===== src/rtl/sort_net_pipe_if.sv =====
// Valid/ready bundle for sort_net_pipe: input vector with mode bit, sorted output vector.
// With SORT_INDEX_EN defined it also carries dout_idx, the original lane of each output lane.
interface sort_net_pipe_if #(
   parameter int N = 4,
   parameter int W = 8
);
   logic           in_valid;
   logic           in_ready;
   logic           in_desc;
   logic [N*W-1:0] din;
   logic           out_valid;
   logic           out_ready;
   logic [N*W-1:0] dout;
`ifdef SORT_INDEX_EN
   logic [N*4-1:0] dout_idx;

   modport slave  (input  in_valid, in_desc, din, out_ready,
                   output in_ready, out_valid, dout, dout_idx);
   modport master (output in_valid, in_desc, din, out_ready,
                   input  in_ready, out_valid, dout, dout_idx);
`else
   modport slave  (input  in_valid, in_desc, din, out_ready,
                   output in_ready, out_valid, dout);
   modport master (output in_valid, in_desc, din, out_ready,
                   input  in_ready, out_valid, dout);
`endif
endinterface


===== src/rtl/sort_net_pipe.sv =====
// Fully pipelined bitonic sorter for N unsigned W-bit lanes, one compare-exchange layer per stage.
// Optional SORT_INDEX_EN: carries a 4-bit original-lane tag per element and drives dout_idx.
module sort_net_pipe #(
   parameter int N = 4,
   parameter int W = 8
) (
   input  logic           clk,
   input  logic           rst_n,
   sort_net_pipe_if.slave sort_io
);
   localparam int LOG2N  = $clog2(N);
   localparam int STAGES = LOG2N * (LOG2N + 1) / 2;
`ifdef SORT_INDEX_EN
   localparam int TAGW = 4;
   localparam int EW   = W + TAGW;
   // Tags are inverted in descending mode so equal values still leave in original lane order.
   localparam logic [EW-1:0] TIE_MASK = {{W{1'b0}}, {TAGW{1'b1}}};
`else
   localparam int EW = W;
   localparam logic [EW-1:0] TIE_MASK = '0;
`endif

   function automatic logic [EW-1:0] sort_key(input logic [EW-1:0] e, input logic desc);
      return e ^ (TIE_MASK & {EW{desc}});
   endfunction

   logic [EW-1:0]     in_elem [N];
   logic [EW-1:0]     lay_in  [STAGES][N];
   logic [EW-1:0]     lay_out [STAGES][N];
   logic [EW-1:0]     data_q  [STAGES][N];
   logic [EW-1:0]     data_d  [STAGES][N];
   logic [STAGES-1:0] lay_desc;
   logic [STAGES-1:0] up_valid;
   logic [STAGES-1:0] ld;
   logic [STAGES-1:0] valid_q;
   logic [STAGES-1:0] valid_d;

   for (genvar i = 0; i < N; i++) begin : g_in
`ifdef SORT_INDEX_EN
      assign in_elem[i] = {sort_io.din[i*W +: W], TAGW'(i)};
`else
      assign in_elem[i] = sort_io.din[i*W +: W];
`endif
   end

   // The mode of the vector in the last stage is never needed, so only STAGES-1 mode bits exist.
   if (STAGES > 1) begin : g_mode
      logic [STAGES-2:0] desc_q;
      logic [STAGES-2:0] desc_d;
      for (genvar s = 0; s < STAGES - 1; s++) begin : g_bit
         assign desc_d[s] = ld[s] ? lay_desc[s] : desc_q[s];
      end
      always_ff @(posedge clk or negedge rst_n) begin
         if (!rst_n) desc_q <= '0;
         else        desc_q <= desc_d;
      end
   end

   for (genvar s = 0; s < STAGES; s++) begin : g_stage
      if (s == 0) begin : g_head
         assign up_valid[s] = sort_io.in_valid;
         assign lay_desc[s] = sort_io.in_desc;
         for (genvar i = 0; i < N; i++) begin : g_lane
            assign lay_in[s][i] = in_elem[i];
         end
      end else begin : g_body
         assign up_valid[s] = valid_q[s-1];
         assign lay_desc[s] = g_mode.desc_q[s-1];
         for (genvar i = 0; i < N; i++) begin : g_lane
            assign lay_in[s][i] = data_q[s-1][i];
         end
      end
      // A stage may load whenever any stage at or below it holds a bubble (bubble collapse).
      assign ld[s]      = sort_io.out_ready | ~(&valid_q[STAGES-1:s]);
      assign valid_d[s] = ld[s] ? up_valid[s] : valid_q[s];
      for (genvar i = 0; i < N; i++) begin : g_data
         assign data_d[s][i] = ld[s] ? lay_out[s][i] : data_q[s][i];
      end
   end

   for (genvar p = 1; p <= LOG2N; p++) begin : g_merge
      for (genvar q = p; q >= 1; q--) begin : g_layer
         localparam int S = p * (p - 1) / 2 + (p - q);
         localparam int K = 1 << p;
         localparam int J = 1 << (q - 1);
         for (genvar i = 0; i < N; i++) begin : g_lane
            if ((i ^ J) > i) begin : g_cx
               localparam int L  = i ^ J;
               localparam bit UP = ((i & K) == 0);
               logic [EW-1:0] key_a;
               logic [EW-1:0] key_b;
               logic          swap;
               assign key_a = sort_key(lay_in[S][i], lay_desc[S]);
               assign key_b = sort_key(lay_in[S][L], lay_desc[S]);
               // Lane i ends up with the smaller key when the block direction matches ascending.
               assign swap  = (UP != lay_desc[S]) ? (key_a > key_b) : (key_a < key_b);
               assign lay_out[S][i] = swap ? lay_in[S][L] : lay_in[S][i];
               assign lay_out[S][L] = swap ? lay_in[S][i] : lay_in[S][L];
            end
         end
      end
   end

   // NOTE: data registers are reset as well, because the last stage is dout and must clear.
   always_ff @(posedge clk or negedge rst_n) begin
      if (!rst_n) begin
         valid_q <= '0;
         for (int s = 0; s < STAGES; s++) begin
            for (int i = 0; i < N; i++) begin
               data_q[s][i] <= '0;
            end
         end
      end else begin
         // NOTE: non-blocking so each stage samples its neighbour's pre-edge value.
         valid_q <= valid_d;
         data_q  <= data_d;
      end
   end

   assign sort_io.in_ready  = ld[0];
   assign sort_io.out_valid = valid_q[STAGES-1];
   for (genvar i = 0; i < N; i++) begin : g_out
      assign sort_io.dout[i*W +: W] = data_q[STAGES-1][i][EW-1 -: W];
`ifdef SORT_INDEX_EN
      assign sort_io.dout_idx[i*TAGW +: TAGW] = data_q[STAGES-1][i][TAGW-1:0];
`endif
   end
endmodule


===== src/flat_wrapper.sv =====
// flat-port wrapper written by rule: the top's interface ports become plain ports
module sort_net_pipe_flat 
#(
   parameter int N = 4,
   parameter int W = 8
)
  (clk, rst_n, sort_io_in_valid, sort_io_in_desc, sort_io_din, sort_io_out_ready, sort_io_in_ready, sort_io_out_valid, sort_io_dout);
  sort_net_pipe_if #(.N(N), .W(W)) sort_io_i ();
  input  logic clk;
  input  logic rst_n;
  input wire logic [$bits(sort_io_i.in_valid)-1:0] sort_io_in_valid;
  input wire logic [$bits(sort_io_i.in_desc)-1:0] sort_io_in_desc;
  input wire logic [$bits(sort_io_i.din)-1:0] sort_io_din;
  input wire logic [$bits(sort_io_i.out_ready)-1:0] sort_io_out_ready;
  output wire logic [$bits(sort_io_i.in_ready)-1:0] sort_io_in_ready;
  output wire logic [$bits(sort_io_i.out_valid)-1:0] sort_io_out_valid;
  output wire logic [$bits(sort_io_i.dout)-1:0] sort_io_dout;
  assign sort_io_i.in_valid = sort_io_in_valid;
  assign sort_io_i.in_desc = sort_io_in_desc;
  assign sort_io_i.din = sort_io_din;
  assign sort_io_i.out_ready = sort_io_out_ready;
  assign sort_io_in_ready = sort_io_i.in_ready;
  assign sort_io_out_valid = sort_io_i.out_valid;
  assign sort_io_dout = sort_io_i.dout;
  sort_net_pipe #(.N(N), .W(W)) u_core (.clk(clk), .rst_n(rst_n), .sort_io(sort_io_i));
endmodule

===== config.mk =====
export PLATFORM = sky130hd
export DESIGN_NAME = sort_net_pipe_flat
export DESIGN_NICKNAME = d
export VERILOG_FILES = /design/src/rtl/sort_net_pipe_if.sv /design/src/rtl/sort_net_pipe.sv /design/src/flat_wrapper.sv
export SDC_FILE = /design/constraint.sdc
export NUM_CORES = 1
export LEC_CHECK = 0
export BUFFER_PORTS_ARGS = -buffer_cell sky130_fd_sc_hd__buf_2
export CORE_MARGIN = 1
export CORE_UTILIZATION = 38
export CTS_CLUSTER_SIZE = 16
export DETAILED_ROUTE_END_ITERATION = 16
export SYNTH_ARGS = -nofsm -noshare
export SYNTH_HDL_FRONTEND = slang
export SYNTH_SLANG_ARGS = --single-unit
export TNS_END_PERCENT = 1

===== constraint.sdc =====
create_clock -name clk -period 2.3 [get_ports clk]
set_clock_uncertainty 0.15 [all_clocks]
set_input_delay 0.23 -clock clk [delete_from_list [all_inputs] [get_ports clk]]
set_output_delay 0.23 -clock clk [all_outputs]
set_load 0.02 [all_outputs]

# Yosys cells after proc, flatten, opt, wreduce, memory -nomap -nowiden
# Cells that the tools add are included.
# classes
n_bitwise,6
mux,18
n_lt_le_gt_ge,12
reduce_logical,2
# ops
op,n
8-bit two-way mux,12
8-bit > comparator,6
8-bit less-than comparator,6
1-bit two-way mux,6
1-bit inverter,3
1-bit bitwise OR,3
3-bit AND reduction,1
2-bit AND reduction,1
# word_totals
reg_bits,101
in_bits,37

# Longest topological paths before layout
# depth
depth_word,3
depth_mapped,10

# Least setup slack after synthesis
# No wires, ideal clock.
# synth_timing
path_type,register to register
start,register u_core.data_q (netlist bit u_core.g_merge[2].g_layer[2].g_lane[0].g_cx.key_b[3])
end,register u_core.data_q (netlist bit u_core.g_merge[2].g_layer[1].g_lane[0].g_cx.key_a[6])
setup_ns,0.079
setup_slack_ns,0.200
stages_incl_launch_ff,9
n_path_buf,1
t_required_ns,2.071
t_arrival_ns,1.871
path_cell_list,dfrtp_1 inv_1 ha_1 a21oi_2 o21ai_2 and4_4 a211oi_4 buf_8 mux2i_1
# synth_via
elab_chain_cells,3
# synth_lines
element,line_no,text
from (decl),sort_net_pipe.sv:30,logic [EW-1:0] data_q [STAGES][N];
from (signal assigned),sort_net_pipe.sv:116,data_q <= data_d;
8-bit > comparator / 8-bit less-than comparator (equally long branches),sort_net_pipe.sv:96,assign swap = (UP != lay_desc[S]) ? (key_a > key_b) : (key_a < key_b);
1-bit two-way mux *,sort_net_pipe.sv:96,
8-bit two-way mux *,sort_net_pipe.sv:97,assign lay_out[S][i] = swap ? lay_in[S][L] : lay_in[S][i];
# Every way passes the cells marked *; elsewhere a longest branch is shown, timed or not.
# A chain may end at the register's enable or synchronous reset.

# Final worst setup path
# layout_timing
start,register u_core.data_q (netlist bit u_core.g_merge[2].g_layer[1].g_lane[0].g_cx.key_a[1])
end,register u_core.data_q (netlist bit u_core.sort_io.dout[6])
# The elaborated chain is that of the path after synthesis.

==> flow_metrics.tcl <==
set metrics [dict create \
    cp.arrival_ns 2.27 \
    post-place-ws_ns 0.146 \
    nets 899 \
    worstPathCellList "ha_1, nor2b_1, o211ai_1, a211oi_2, a211o_1, buf_12, nand3_1, o211ai_1" \
    min-delay-start "sort_io_din[25]" \
    clk_pin_slew_worst_paths_ns 0.07 \
    clock_sink_count 101 \
    antenna_found_initial 0 \
    grt_pass1_vias 5262 \
    synth_enable_flop_cells 0 \
    grt_max_degree 82 \
    min_period_ns 2.19 \
    timing.fmax_mhz 456 \
    route.detailed.drc 0 \
    ys_ff_latch 101 \
    area_growth_syn_to_layout_pct 18.1 \
    cp_top_family "compound AO/OA/AOI/OAI gates" \
    slew_viol_final 0 \
    synthFlopType "dfrtp_1" \
    dr.pass1.iters 4 \
    num-fill-cells 1629 \
    fp.dieW_um 133 \
    grt_overflow_total 0 \
    cpPeakStageDelay_ns 0.43 \
    multi_input_area_um2 3560 \
    clock_path_buffers 2 \
    worst_setup_path_end_kind "flip-flop" \
    syn_avg_cell_area_um2 8.81 \
    die_h_um 133 \
    yosys.area_share.simple 0.156 \
    place_hpwl_um 12900 \
    pin_count 71 \
    hold_slack_ns 0.0376 \
    max_cap_viol_count 0 \
    cts_root_buffer "clkbuf_16" \
    coreArea_um2 16600 \
    num_antenna_cells 0 \
    numPortBuffers 70 \
    finalSetupViolCount 0 \
    yosysSeqAreaShare 0.388 \
    clk_latency_ns 0.36 \
    cp_max_fo 32 \
    synthMuxAreaShare 0.0984 \
    gp_congestion 0.835 \
    worst_pin_slew_ns 0.637 \
    start_util 0.391 \
    regArea_um2 2530 \
    ys_warn_count 0 \
    worst_path_max_delay_cell "dfrtp_1" \
    leakage_nw 3.82 \
    viasPerCell 5.34 \
    setup.worst_path.start_class "flip-flop" \
    status "finished, final reports clean" \
    die_area_um2 17700 \
    synth_top_family_by_area "compound AO/OA/AOI/OAI gates" \
    fin_area_um2 7690 \
    hold_viol_final 0 \
    path_buf_inv 1 \
    num_rows 47 \
    htreeDepth 3 \
    synth_compound_area_frac 0.196 \
    critical_path_class "flip-flop to flip-flop" \
    synth_cells 739 \
    wire_per_inst_um 16.7 \
    dpl_cell_area_um2 7290 \
    layout-drive-gt1-share 0.182 \
    tritoncts "done" \
    synth_cell_types 33 \
    vias 5549 \
    hold_class "input port to flip-flop" \
    wl_um 17300 \
    rsz0062_at_grt "true" \
    syn-cell-area_um2 6510 \
    critical_path_required_ns 2.38 \
    final_antenna_net_count 0 \
    fin_ws_ns 0.109 \
    ys_async_sr_fraction 1.00 \
    ir_drop_uv 648 \
    cpMostUsedCell "o211ai_1" \
    power.density_nw_per_um2 1190 \
    syn_nets 824 \
    finalCritPeriodShare 0.953 \
    grt_pass1_wl_um 28100 \
    numCtsBuffers 9 \
    synthAdderAreaFrac 0.0923 \
    relSlewSlack 0.575 \
    first_iter_violations 236 \
    finalPower_mw 9.12 \
    grt_use_total 0.206 \
    synth_xor_area_frac 0 \
]
[state kept, by name (all words and copies together) (netlist names)]
register and cells:
u_core.valid_q 3, u_core.g_merge.g_layer.g_lane.g_cx.key_b 32, u_core.g_mode.desc_q 2, u_core.sort_io.dout 32
u_core.g_merge.g_layer.g_lane.g_cx.key_a 32
[kinds of logic after synthesis]
kind of cell | after synthesis
multiplexers | 64
AND/OR/NAND/NOR | 214
buffers and inverters | 102
AO/OA/AOI/OAI | 210
flip-flops | 101
adder cells (fa/ha/maj) | 48
[tightest hold or removal path: cells and delay by family]
kind / cells / cell delay [ns]
AOI/OAI and AO/OA: 1 / 0.06
buffers and inverters: 1 / 0.10
muxes: 1 / 0.11
[layout by cell type (no fill, tap or decap), drive strengths merged, types with 6 or more instances in the layout]
cell type	count
o21ai	10
mux2i	64
o211ai	34
nand3	32
nand2	79
and3	33
nand4	12
nand2b	6
inv	57
dfrtp	101
nor2	41
clkbuf	11
buf	107
ha	48
a211oi	8
a21oi	150
[repair_timing]
item / in CTS / in global routing
endpoints found under the setup margin: 0 / 18
buffers inserted: 0 / 1
hold buffers: 2 / 0
gates resized for setup: 0 / 3
hold endpoints to repair: 39 / 0
[synthesized netlist by cell type, types with 3 or more instances]
| master | count | share of area |
|---|---|---|
| and2_0 | 3 | 0.0029 |
| nand2_1 | 79 | 0.046 |
| nand3_1 | 32 | 0.025 |
| nor2_1 | 41 | 0.024 |
| ha_1 | 48 | 0.092 |
| buf_2 | 14 | 0.011 |
| buf_8 | 3 | 0.0069 |
| a211oi_4 | 3 | 0.0092 |
| inv_1 | 57 | 0.033 |
| nand4_1 | 12 | 0.012 |
| and4_4 | 3 | 0.0052 |
| dfrtp_1 | 101 | 0.39 |
| a21oi_2 | 6 | 0.0081 |
| a21oi_1 | 144 | 0.11 |
| o211ai_1 | 34 | 0.039 |
| mux2i_1 | 64 | 0.098 |
| buf_1 | 3 | 0.0017 |
| nand2b_1 | 6 | 0.0058 |
| o21ai_0 | 3 | 0.0023 |
| a211o_1 | 3 | 0.0040 |
| clkbuf_1 | 23 | 0.013 |
| and3_1 | 33 | 0.032 |
| o21ai_2 | 6 | 0.0081 |
| a211oi_2 | 3 | 0.0058 |
[path summary, 6_finish.rpt]
path	to	slack, ns	depth (start not counted)
max	u_core.sort_io.dout[6]	0.11	8
min	flip-flop	0.04	3
max reg2reg	u_core.sort_io.dout[6]	0.11	8
min reg2reg	u_core.sort_io.dout[0]	0.34	2
max in group asynchronous	asynchronous set/reset pin	1.15	3
min in group asynchronous	u_core.sort_io.dout[27]	0.26	2
[per-stage QoR]
| step | cells | TNS [ns] | utilization |
|---|---|---|---|
| 2_1_floorplan | 739 | 0 | - |
| 3_3_place_gp | 1020 | 0 | 0.438 |
| 3_5_place_dp | 1020 | 0 | 0.438 |
| 4_1_cts | 1038 | 0 | 0.460 |
| 5_1_grt | 1039 | -0.0120 | 0.462 |
| 6_report | 1039 | 0 | 0.462 |
[metal layers]
| layer | share of wire | up-vias | track usage |
|---|---|---|---|
| li1 | - | 2758 | - |
| met2 | 0.44 | 135 | 0.314 |
| met3 | 0.049 | 24 | 0.0460 |
| met4 | 0.023 | 0 | 0.0664 |
| met5 | 0 | - | 0 |
| met1 | 0.49 | 2632 | 0.288 |
[final cells by class]
| class | instances | area share |
|---|---|---|
| tap | 220 | 0.0358 |
| clock buffer | 11 | 0.0316 |
| multi-input combinational | 536 | 0.463 |
| sequential | 101 | 0.329 |
| inverter | 57 | 0.0278 |
| clock inverter | 5 | 0.0140 |
| timing repair buffer | 109 | 0.0993 |
[report_power, final]
group	internal (mW)	leakage [nW]	total, mW	switching [mW]
registers	2.44	1.22	3.03	0.590
clock network	1.10	0.170	1.80	0.705
logic	1.84	2.43	4.28	2.45
No activity file was read; power rests on OpenSTA's default activity.
